--- src/rtl/ipu_pkg.sv ---
// Shared types and constants for the IPU frame sequencer: FSM states, opcodes, kernel size helper.
package ipu_pkg;

  typedef enum logic [2:0] {
    ST_IDLE,
    ST_PRELOAD,
    ST_ISSUE,
    ST_WAIT_DONE,
    ST_ADVANCE,
    ST_ROW_LOAD,
    ST_DONE
  } ipu_state_t;

  localparam logic [3:0] OPC_CONV         = 4'b0101;
  localparam logic [3:0] OPC_CONV_TRSP    = 4'b0110;
  localparam logic [3:0] OPC_CONV_ROB     = 4'b0111;
  localparam logic [3:0] OPC_PHOTO_CONV   = 4'b1110;
  localparam logic [3:0] OPC_CONVERT_GREY = 4'b1100;

  // Kernel height in rows: code 0..3 maps to 2..5.
  function automatic logic [2:0] k_from_ksize(input logic [1:0] ksize);
    return 3'(ksize) + 3'd2;
  endfunction

endpackage

--- src/rtl/ipu_row_loader.sv ---
// Row loader: walks h_load/v_load across the frame one memory word per load_row strobe
// and presents the word address of the row being loaded.
module ipu_row_loader #(
  parameter int IMG_W        = 512,
  parameter int COORD_W      = 9,
  parameter int PIX_PER_WORD = 4
) (
  input  logic                 clk,
  input  logic                 rst_n,
  input  logic                 clr,
  input  logic                 load_row,
  output logic [2*COORD_W-3:0] buf_addr,
  output logic [COORD_W-1:0]   v_load,
  output logic                 row_done
);

  localparam logic [COORD_W-1:0] H_LAST = COORD_W'(IMG_W - PIX_PER_WORD);
  localparam logic [COORD_W-1:0] H_STEP = COORD_W'(PIX_PER_WORD);

  logic [COORD_W-1:0] h_load_reg;
  logic [COORD_W-1:0] v_load_reg;

  always_ff @(posedge clk) begin
    if (!rst_n || clr) begin
      h_load_reg <= '0;
      v_load_reg <= '0;
    end else if (load_row) begin
      if (h_load_reg == H_LAST) begin
        h_load_reg <= '0;
        v_load_reg <= v_load_reg + 1'b1;
      end else begin
        h_load_reg <= h_load_reg + H_STEP;
      end
    end
  end

  assign row_done = load_row && (h_load_reg == H_LAST);
  assign v_load   = v_load_reg;

  // Word address drops the two pixel-within-word bits of h_load.
  genvar gi;
  generate
    for (gi = 0; gi < COORD_W - 2; gi++) begin : g_haddr
      assign buf_addr[gi] = h_load_reg[gi+2];
    end
  endgenerate
  assign buf_addr[2*COORD_W-3:COORD_W-2] = v_load_reg;

endmodule

--- src/rtl/ipu_frame_sequencer.sv ---
// Frame-scan controller: primes line buffers, issues one convolution request per pixel, reloads rows.
// Optional stall counter output enabled by defining IPU_STALL_CNT_EN.
module ipu_frame_sequencer
  import ipu_pkg::*;
#(
  parameter int IMG_W        = 512,
  parameter int IMG_H        = 480,
  parameter int COORD_W      = 9,
  parameter int PIX_PER_WORD = 4,
  parameter int OPC_W        = 4
) (
  input  logic                       clk,
  input  logic                       rst_n,
  input  logic                       start,
  input  logic                       abort,
  input  logic [OPC_W-1:0]           opcode_in,
  input  logic [1:0]                 ksize,
  output logic [2*COORD_W-3:0]       buf_addr,
  output logic                       buf_load,
  output logic                       buf_start,
  output logic                       req_valid,
  input  logic                       req_ready,
  output logic [2*COORD_W+OPC_W-1:0] req_inst,
  input  logic                       conv_done,
  output logic                       next_matrix,
  output logic                       busy,
  output logic                       frame_done
`ifdef IPU_STALL_CNT_EN
  ,
  output logic [31:0]                stall_cnt
`endif
);

  localparam logic [COORD_W-1:0] H_CONV_LAST = COORD_W'(IMG_W - 1);
  localparam logic [COORD_W-1:0] V_CONV_LAST = COORD_W'(IMG_H - 1);
  localparam logic [COORD_W-1:0] V_LOAD_END  = COORD_W'(IMG_H);

  ipu_state_t         state_reg, state_next;
  logic [OPC_W-1:0]   opcode_reg, opcode_next;
  logic [2:0]         rows_left_reg, rows_left_next;
  logic [COORD_W-1:0] h_conv_reg, h_conv_next;
  logic [COORD_W-1:0] v_conv_reg, v_conv_next;
  logic               start_d_reg;

  logic               start_accept;
  logic               load_row;
  logic               clr_load;
  logic               row_done;
  logic [COORD_W-1:0] v_load;

  ipu_row_loader #(
    .IMG_W       (IMG_W),
    .COORD_W     (COORD_W),
    .PIX_PER_WORD(PIX_PER_WORD)
  ) u_row_loader (
    .clk     (clk),
    .rst_n   (rst_n),
    .clr     (clr_load),
    .load_row(load_row),
    .buf_addr(buf_addr),
    .v_load  (v_load),
    .row_done(row_done)
  );

  assign start_accept = (state_reg == ST_IDLE) && start && !start_d_reg && !abort;

  always_ff @(posedge clk) begin
    if (!rst_n) begin
      state_reg     <= ST_IDLE;
      opcode_reg    <= '0;
      rows_left_reg <= '0;
      h_conv_reg    <= '0;
      v_conv_reg    <= '0;
      start_d_reg   <= 1'b0;
    end else begin
      state_reg     <= state_next;
      opcode_reg    <= opcode_next;
      rows_left_reg <= rows_left_next;
      h_conv_reg    <= h_conv_next;
      v_conv_reg    <= v_conv_next;
      start_d_reg   <= start;
    end
  end

  always_comb begin
    state_next     = state_reg;
    opcode_next    = opcode_reg;
    rows_left_next = rows_left_reg;
    h_conv_next    = h_conv_reg;
    v_conv_next    = v_conv_reg;
    load_row       = 1'b0;
    clr_load       = 1'b0;
    buf_start      = 1'b0;
    req_valid      = 1'b0;
    next_matrix    = 1'b0;
    frame_done     = 1'b0;

    case (state_reg)
      ST_IDLE: begin
        if (start_accept) begin
          opcode_next    = opcode_in;
          rows_left_next = k_from_ksize(ksize) - 3'd1;
          state_next     = ST_PRELOAD;
        end
      end
      ST_PRELOAD: begin
        load_row  = 1'b1;
        buf_start = 1'b1;
        if (row_done) begin
          if (rows_left_reg == 3'd0) state_next = ST_ISSUE;
          else rows_left_next = rows_left_reg - 3'd1;
        end
      end
      ST_ROW_LOAD: begin
        // Once every frame row is in the buffers there is nothing left to fetch.
        if (v_load == V_LOAD_END) begin
          state_next = ST_ISSUE;
        end else begin
          load_row  = 1'b1;
          buf_start = 1'b1;
          if (row_done) state_next = ST_ISSUE;
        end
      end
      ST_ISSUE: begin
        req_valid = 1'b1;
        if (req_ready) state_next = ST_WAIT_DONE;
      end
      ST_WAIT_DONE: begin
        if (conv_done) state_next = ST_ADVANCE;
      end
      ST_ADVANCE: begin
        next_matrix = 1'b1;
        if (h_conv_reg != H_CONV_LAST) begin
          h_conv_next = h_conv_reg + 1'b1;
          state_next  = ST_ISSUE;
        end else if (v_conv_reg != V_CONV_LAST) begin
          h_conv_next = '0;
          v_conv_next = v_conv_reg + 1'b1;
          state_next  = ST_ROW_LOAD;
        end else begin
          state_next = ST_DONE;
        end
      end
      ST_DONE: begin
        frame_done     = 1'b1;
        clr_load       = 1'b1;
        opcode_next    = '0;
        rows_left_next = '0;
        h_conv_next    = '0;
        v_conv_next    = '0;
        state_next     = ST_IDLE;
      end
      default: state_next = ST_IDLE;
    endcase

    // Abort overrides everything, including a same-cycle conv_done or start.
    if (abort) begin
      state_next     = ST_IDLE;
      opcode_next    = '0;
      rows_left_next = '0;
      h_conv_next    = '0;
      v_conv_next    = '0;
      clr_load       = 1'b1;
      load_row       = 1'b0;
      buf_start      = 1'b0;
      req_valid      = 1'b0;
      next_matrix    = 1'b0;
      frame_done     = 1'b0;
    end
  end

  assign buf_load = load_row;
  assign req_inst = {v_conv_reg, h_conv_reg, opcode_reg};
  assign busy     = (state_reg != ST_IDLE) && !abort;

`ifdef IPU_STALL_CNT_EN
  logic [31:0] stall_cnt_reg;

  always_ff @(posedge clk) begin
    if (!rst_n || start_accept) begin
      stall_cnt_reg <= '0;
    end else if ((req_valid && !req_ready) || (state_reg == ST_WAIT_DONE)) begin
      stall_cnt_reg <= stall_cnt_reg + 32'd1;
    end
  end

  assign stall_cnt = stall_cnt_reg;
`endif

endmodule

--- config.mk ---
export PLATFORM = sky130hd
export DESIGN_NAME = ipu_frame_sequencer
export DESIGN_NICKNAME = d
export VERILOG_FILES = /design/src/rtl/ipu_pkg.sv /design/src/rtl/ipu_row_loader.sv /design/src/rtl/ipu_frame_sequencer.sv
export SDC_FILE = /design/constraint.sdc
export NUM_CORES = 1
export LEC_CHECK = 0
export ABC_CLOCK_PERIOD_IN_PS = 3700
export CORE_MARGIN = 5
export CORE_UTILIZATION = 54
export DETAILED_ROUTE_END_ITERATION = 10
export GPL_TIMING_DRIVEN = 0
export PLACE_DENSITY = 0.85
export SYNTH_ARGS = -nofsm -noshare
export SYNTH_HDL_FRONTEND = slang
export SYNTH_SLANG_ARGS = --single-unit
--- constraint.sdc ---
create_clock -name clk -period 3.7 [get_ports clk]
set_input_delay 0.74 -clock clk [delete_from_list [all_inputs] [get_ports clk]]
set_output_delay 0.74 -clock clk [all_outputs]
set_load 0.01 [all_outputs]
# After elaboration in Yosys (flattened, before gate mapping)
# Cells that the tools add are included.
# totals
register_bits	47
mem_bits_ro	0
ramBits	0
in_bits	12
latchBits	0
memories	0
# classes
magnitude_cmp	0
muxes	33
n_eq_ne	20
n_addsub	7
div_mod_pow	0
bitwise_logic	1
mul	0
reduce_logical	22
n_shift	0
# op_table
operator	n
2-to-1 mux 9 bit	5
case mux 9 bit (2 select lines)	2
2-to-1 mux 3 bit	11
adder 9 x 1 -> 9 bit, second input constant	3
== test 9 bit, second input constant	2
!= test 9 bit, second input constant	2
case mux 3 bit (6 select lines)	1
!= test 2 bit, second input constant	8
adder 9 x 3 -> 9 bit, second input constant	1
== test 3 bit, second input constant	3
2-to-1 mux 1 bit	9
case mux 3 bit (3 select lines)	1
case mux 4 bit (2 select lines)	1
== test 3 x 2 -> 1 bit, second input constant	2
zero test 3 bit	2
!= test 3 bit, second input constant	2
AND reduction 2 bit	3
AND reduction 6 bit	1
nonzero test 3 bit	2
subtractor 3 x 1 -> 3 bit, second input constant	2
logical AND 1 bit	5
2-to-1 mux 4 bit	1
AND reduction 4 bit	1
nonzero test 2 bit	2
other kinds (9)	11

# Depth between registers and ports, before layout
# logic_depth
word_depth	8
mapped_depth	11

# Cells and area by module
# Synthesis repeated with hierarchy kept, for this count alone.
# unflattened
hier_cells	315
hier_area_um2	2591.2
# by_module_without_submodules
module	cells_per_inst	area_per_inst_um2	seq_area_each_um2	instances
ipu_frame_sequencer	222	1757.9	580.6	1
ipu_row_loader	93	833.3	320.3	1

# Worst setup path after synthesis
# OpenSTA, ideal clock, no wires.
# synth_timing
path_type	flip-flop to flip-flop
startpoint	register h_conv_reg[0]
endpoint	register h_conv_reg[4]
stages_incl_launch_ff	11
required_time_ps	3583
arrival_ps	2311
n_path_buf	1
path_slack_ps	1272
path_cell_list	dfxtp_1 -> ha_1 -> nand2_1 -> nor2_1 -> and3_1 -> ha_1 -> clkbuf_1 -> inv_1 -> o31ai_1 -> nand2_1 -> a32o_1
# synth_via
elab_chain_cells	3
word_cells_on_any_way	6
cone_classes	1 x add/sub; 2 x eq/ne; 2 x mux; 1 x reduce/logical
# synth_lines
element	line	rtl
start, declared	ipu_frame_sequencer.sv:41	logic [COORD_W-1:0] h_conv_reg, h_conv_next;
start signal, assigned	ipu_frame_sequencer.sv:79	h_conv_reg <= h_conv_next;
adder 9 x 1 -> 9 bit or != test 9 bit (tied branches)	ipu_frame_sequencer.sv:134, ipu_frame_sequencer.sv:133	
2-to-1 mux 9 bit or != test 3 bit (tied branches)	--	
case mux 9 bit (2 select lines) or AND reduction 2 bit (tied branches)	--	
# Several ways; a longest one is shown, not always the timed one.
# A chain may end at the register's enable or synchronous reset.

# Worst setup path in the final report
# layout_timing
startpoint	input port abort
endpoint	output port buf_start
# layout_via
elab_chain_cells	1
# layout_lines
element	line	rtl
start, declared	ipu_frame_sequencer.sv:15	input logic abort,
2-to-1 mux 1 bit	ipu_frame_sequencer.sv:157	if (abort) begin
end, declared	ipu_frame_sequencer.sv:20	output logic buf_start,
# No other way between the ends.

==> results.md <==
Outcome:
- The run finished with clean final reports.

Clocking:
- The insertion delay of the later-clocked pin in the worst-skew pair is 300 ps.
- Clock tree synthesis found a total of between 40 and 50 sinks.
- The CTS H-tree depth is 2.
- The number of instances resized during post-cts repair is 0.
- The cell at the root of the clock tree is clkbuf_8.
- The deepest clock path buffer count is 2.
- The number of setup buffers added after CTS is 0.
- TritonCTS built the clock tree.
- Clock-pin slew was measured on the worst setup and hold paths at around 80 ps.
- The number of buffers inserted for hold repair after clock tree synthesis is 0.
- Counting the buffers created by CTS gives 5.

Timing:
- The number of max-slew violations in the final report is 0.
- The number of failing hold endpoints at the final stage is 0.
- The relative max-transition margin is between 50% and 60%.
- Static timing analysis puts the maximum clock frequency at a little under 300 MHz.
- The final period utilization is 93.5%.
- Setup repair after global routing left no endpoint under its margin.
- Setup total negative slack on the finished layout was measured at 0 ps.
- The routed design could run at a clock period as short as between 3000 and 4000 ps.
- The transition at the pin with the smallest max-transition slack is approximately 650 ps.
- The worst path meets setup with roughly 240 ps of slack.
- Setup violations remaining at the end of the flow were counted as 0.
- The post-route clock skew is 5.51 ps.

Floorplanning:
- In this run the count of I/O pins placed on the die edge is between 50 and 60.
- The full die area is approximately 5900 µm².
- The core region is roughly 4300 µm².
- The starting utilization of the core area is 55.4%.
- The floorplan row count is 24.
- The y dimension of the die is 76.6 µm.
- In this run the horizontal extent of the chip is around 77 µm.

Route:
- Summed over all layers, the routed wires come to a little under 6 mm.
- The first detailed-routing pass took 4 iterations.
- In this run, the number of DRC markers left after iteration 0 of detailed routing was approximately 210.
- For this block, the via count after detailed routing is ~2.3k.
- The wire length per cell is 14.2 µm.
- In this run the remaining antenna-violating nets after routing total 0.
- The detail-routed via count per cell is roughly 5.7.
- After detailed routing, the number of remaining DRC violations is 0.

Yosys:
- Synthesis handed over a netlist of 297 instances.
- Synthesis instantiated 48 different standard cells from the library.
- A synthesized cell averages approximately 8 µm².
- The synthesized design contains between 40 and 50 register bits.
- The area share of the largest cell type after synthesis is a little under two fifths.
- After synthesis the cells add up to approximately 2400 µm².
- The number of nets handed over by synthesis was around 320.
- The commonest register cell after synthesis is dfxtp_1.
- Of all flip-flops after synthesis, the portion carrying an async set or reset was 0%.
- By count the netlist is led by dfxtp_1 (45), nor2_1 (45), nand2_1 (29).
- The register area share after synthesis is roughly 38%.
- The most area-hungry cell type in the Yosys netlist is dfxtp_1.
- Sorting the synthesized cells by area gives the leading types as dfxtp_1 (38%), nor2_1 (7.0%), a21oi_1 (5.8%).
- The Yosys step of the flow raised 0 warnings.
- The number of enable flip-flop cells after synthesis is 0.

Job:
- Across the run, the number of max-cap violations was 0.

Layout:
- Compared with the post-synthesis result, the final layout area differs by 29.3%.
- The number of fillers in the final layout is ~350.
- The proportion of layout cells with a drive suffix above 1 is roughly 5.0%.
- In the final design database the tool counted 380 nets.
- The repair_antennas step left the layout with diodes totalling 0.

Setup path:
- By startpoint and endpoint, the worst setup path is classified as primary input to primary output.
- The worst setup path is captured at a primary output.
- At the worst endpoint, the required time is ~3000 ps.
- The most critical setup path has its endpoint at buf_start.
- Along the worst path, the maximum fanout reaches 10.
- The number of cells on the worst reg-to-reg path is 10.
- The start of the worst register-to-register path is h_conv_reg[0].
- The category of the worst setup path launch point is a primary input.
- Setup slack on the worst reg-to-reg path comes out at 910 ps.
- The most critical setup path has its startpoint at abort.
- The endpoint identified for the worst register-to-register timing path is h_conv_reg[4].
- Data on the critical path arrives at its endpoint at between 2000 and 3000 ps.

Power and ir drop:
- Dividing total power by cell area gives a power density of about 280 nW/µm².
- The standby leakage power is between 1 and 1.5 nW.
- The peak supply drop is 0.000235 V.

Global routing:
- Global routing used between 10% and 20% of the available tracks.
- The wire length of the first global-routing pass is 10.1 mm.
- Entering global routing, the biggest net connects 15 pins.
- The number of global-route vias before repair is ~2.2k.
- The initial antenna violation count is 0.
- The aggregate global routing overflow is 0.

Placement:
- The half-perimeter wire length after detailed placement is approximately 4.4 mm.
- Port buffering added 55 buffers.
- The final estimated routing congestion in global placement is about 0.87.
- The worst setup timing slack at the placement stage is 250 ps.

Hold path:
- The worst min-delay path category is flip-flop to flip-flop.
[per-stage QoR]
stage	utilization (%)	hold slack, ps	cell area, µm²	power [W]	std cells
after detailed placement	69.6	452	3010	0.000572	404
after CTS	71.6	464	3100	0.000867	412
after global placement	69.6	445	3010	0.000571	404
final	71.6	465	3100	0.000863	412
after floorplan	-	435	2400	0.000543	297
after global routing	71.6	487	3100	0.000899	412
[final cells by class]
class | count | area [µm²] | area share, %
plain buffers | 14 | 58.8 | 1.90
clock buffers | 5 | 68.8 | 2.22
flip-flops and latches | 45 | 901 | 29.1
inverters | 7 | 26.3 | 0.848
well taps | 52 | 65.1 | 2.10
repair buffers | 55 | 551 | 17.8
multi-input cells | 231 | 1410 | 45.5
clock inverters | 3 | 17.5 | 0.565
[routing by layer]
layer / part of all wire [%] / global-route usage (%) / up-vias
met2: 45 / 31.5 / 70
met5: 0 / 0 / -
met4: 2.1 / 7.34 / 0
li1: - / - / 1168
met3: 5.6 / 4.61 / 15
met1: 47 / 26.5 / 1090
[worst max-delay path, cell delays in order]
cell             delay, ps
clkdlybuf4s50_1        470
clkbuf_1               260
a311oi_2               520
buf_4                  200
clkdlybuf4s50_1        520
[layout by cell type, fill, tap and decap left out, types with 2 or more instances in the layout]
cell	count
clkdlybuf4s50_1	55
nor2_1	45
dfxtp_1	45
nand2_1	29
a21oi_1	28
nand3_1	21
xnor2_1	12
o21ai_0	10
clkbuf_1	9
ha_1	9
xor2_1	8
inv_1	7
nor3_1	6
nand2b_1	5
nor2b_1	5
a31oi_1	5
clkbuf_8	5
nor3b_1	4
mux2i_1	4
nand4_1	4
nor4_1	3
a211oi_1	3
and2_1	2
buf_2	2
and3_1	2
buf_1	2
and4b_1	2
nand4b_1	2
a2111oi_2	2
clkinv_2	2
[worst min path at each step]
stage,endpoint,cells after the start,startpoint
after global routing,opcode_reg[3],2,opcode_reg[3]
after floorplan,rows_left_reg[1],2,rows_left_reg[1]
after CTS,opcode_reg[3],2,opcode_reg[3]
after detailed placement,opcode_reg[3],2,opcode_reg[3]
after global placement,opcode_reg[1],2,opcode_reg[1]
final,opcode_reg[3],2,opcode_reg[3]
[power by group]
| group | switching [W] | internal (W) |
|---|---|---|
| registers | 0.00000163 | 0.000487 |
| logic | 0.0000415 | 0.0000319 |
| clock network | 0.000170 | 0.000131 |
| total | 0.000213 | 0.000649 |
[logic make-up (layout without fill, tap and decap cells)]
kind of cell | count (synthesis) | count (layout) | synth area share, %
multiplexers | 4 | 4 | 1.67
adder cells (fa/ha/maj) | 9 | 9 | 4.70
AO/OA/AOI/OAI | 62 | 62 | 17.1
flip-flops | 45 | 45 | 37.6
AND/OR/NAND/NOR | 136 | 136 | 28.1
XOR/XNOR | 20 | 20 | 7.31
buffers and inverters | 21 | 84 | 3.55
(Power assumes the default switching activity.)
==> patch, RTL diff (same flow settings) <==
`COORD_W` is set to 9 in 2 places; all go to 11.
--- a/src/rtl/ipu_row_loader.sv
+++ b/src/rtl/ipu_row_loader.sv
@@ -3,5 +3,5 @@
 module ipu_row_loader #(
   parameter int IMG_W        = 512,
-  parameter int COORD_W      = 9,
+  parameter int COORD_W      = 11,
   parameter int PIX_PER_WORD = 4
 ) (
--- a/src/rtl/ipu_frame_sequencer.sv
+++ b/src/rtl/ipu_frame_sequencer.sv
@@ -6,5 +6,5 @@
   parameter int IMG_W        = 512,
   parameter int IMG_H        = 480,
-  parameter int COORD_W      = 9,
+  parameter int COORD_W      = 11,
   parameter int PIX_PER_WORD = 4,
   parameter int OPC_W        = 4
Ports: changed (resized buf_addr and req_inst); port bits go from 56 to 64. The function was not compared with the original's and may differ.
==> patch against the unedited design <==
Non-clock buffer count up 4; power rose by 19%; routed wire length rose by 24%; worst setup slack better by 100 ps; final area increased by 15%; critical endpoint unchanged; synthesized area increased by 15%; combinational power fell by 6.9%; utilization fell by 0.70 points; sequential cell count increased by 8.
==> patch: results (changes against the unedited design) <==
period utilization -> 0.907 (-0.0272)
pre-CTS setup slack -> 566 ps (+316 ps)
final layout net count -> 424 (+12%)
GR Util met3 -> 0.0428 (-0.00334)
Netlist cell types -> 55 (+15%)
Post-synth ARST share -> 0 (unchanged)
DP Wirelength -> 5.30 mm (+22%)
Cell Int Power -> 798 uW (+23%)
Iter 0 DRT Violations -> 222 (+7.2%)
Hold Path Class -> register to register
Crit path arrival time -> 2620 ps (-100 ps)
Rel. slew slack -> 0.403 (-0.162)
Hold Slack -> 459 ps (-6.22 ps)
Total GRT Usage -> 0.227 (+0.0273)
reg2reg setup slack -> 1220 ps (+310 ps)
Worst path max stage delay -> 710 ps (+190 ps)
first-pass GRT wire length -> 12.0 mm (+19%)
drt wl/cell -> 15.3 um (+7.7%)
layout cells sized above 1 -> 0.0545 (+0.00446)
Post-Syn Nets -> 355 (+12%)
via count of the first global-routing pass -> 2580 (+18%)
syn avg cell area -> 8.25 um2 (+2.3%)
GRT met1 Usage -> 0.293 (+0.0277)
DR vias/cell -> 5.83 (+2.5%)
initial antenna violation count -> 0 (unchanged)
Area contributors post-synth -> dfxtp_1 38%, nor2_1 5.8%, nand2_1 4.8%, xor2_1 4.8%, a21oi_1 4.3%
clock slew at reported path FFs -> 90 ps
Num CTS Buffers -> 5 (unchanged)
met2 GRT Util -> 0.385 (+0.0701)
Inst Count DP -> 467 (+16%)
pin count of the biggest net entering global routing -> 16 (+1)
clock skew -> 5.24 ps (-0.272 ps)
Worst path slowest cell -> a311oi_2
CP max FO -> 11 (+1)
top post-synthesis cells by count -> 53 x dfxtp_1, 43 x nor2_1, 35 x nand2_1
Leakage Power -> 1.17 nW (+13%)
peak supply drop -> 0.172 mV (-27%)
outcome -> finished, final reports clean
Port Buffers -> 62 (+13%)
sequential-to-total area share from yosys stat -> 0.384 (+0.00773)
Post-DP Area -> 3470 um2 (+15%)
DR pass1 iterations -> 4 (unchanged)
routability cong. -> 0.867 (-0.87%)
via count -> 2762 (+18%)
-- patch: area by class of cell --
type,count,area [um2]
Tap cell,70,87.6
Multi-Input combinational cell,262,1600
Buffer,11,68.8
Sequential cell,53,1060
Timing Repair Buffer,62,621
Clock inverter,2,35.0
Inverter,9,33.8
Clock buffer,5,68.8
Fill cell,401,1470
-- patch: power groups by stage --
stage                     sequential [mW]  combinational [mW]  clock [mW]
final                               0.575              0.0683       0.384
after global routing                0.575              0.0735       0.408
after CTS                           0.575              0.0675       0.384
after detailed placement            0.588              0.0672           0
after global placement              0.588              0.0656           0
after floorplan                     0.588              0.0381           0
-- patch: tightest hold or removal path, cell delays in order (launching register included) --
cell and delay (ps):
dfxtp_1 320, nand2_1 50, a21oi_1 50
-- patch: path summary, 6_finish.rpt --
check,endpoint,depth (start not counted),startpoint
max,buf_start,6,u_row_loader.v_load[1]
min,opcode_reg[0],2,opcode_reg[0]
max reg2reg,h_conv_reg[9],6,h_conv_reg[0]
min reg2reg,opcode_reg[0],2,opcode_reg[0]
-- patch: routing by layer --
layer	vias up	share of wire	wire length [um]
met3	15	0.061	442
li1	1352	-	-
met4	0	0.021	155
met1	1303	0.44	3200
met5	-	0	0
met2	92	0.48	3440
-- patch: cells by family (layout without fill, tap and decap cells) --
group | Yosys count | in the layout | share of synthesized area
AOI/OAI and AO/OA | 65 | 65 | 0.155
xor gates and xnor gates | 21 | 21 | 0.0665
adders and majority gates | 8 | 8 | 0.0362
buffers and inverters | 20 | 89 | 0.0371
DFF | 53 | 53 | 0.384
muxes | 5 | 5 | 0.0186
and+or+nand+nor | 163 | 163 | 0.303
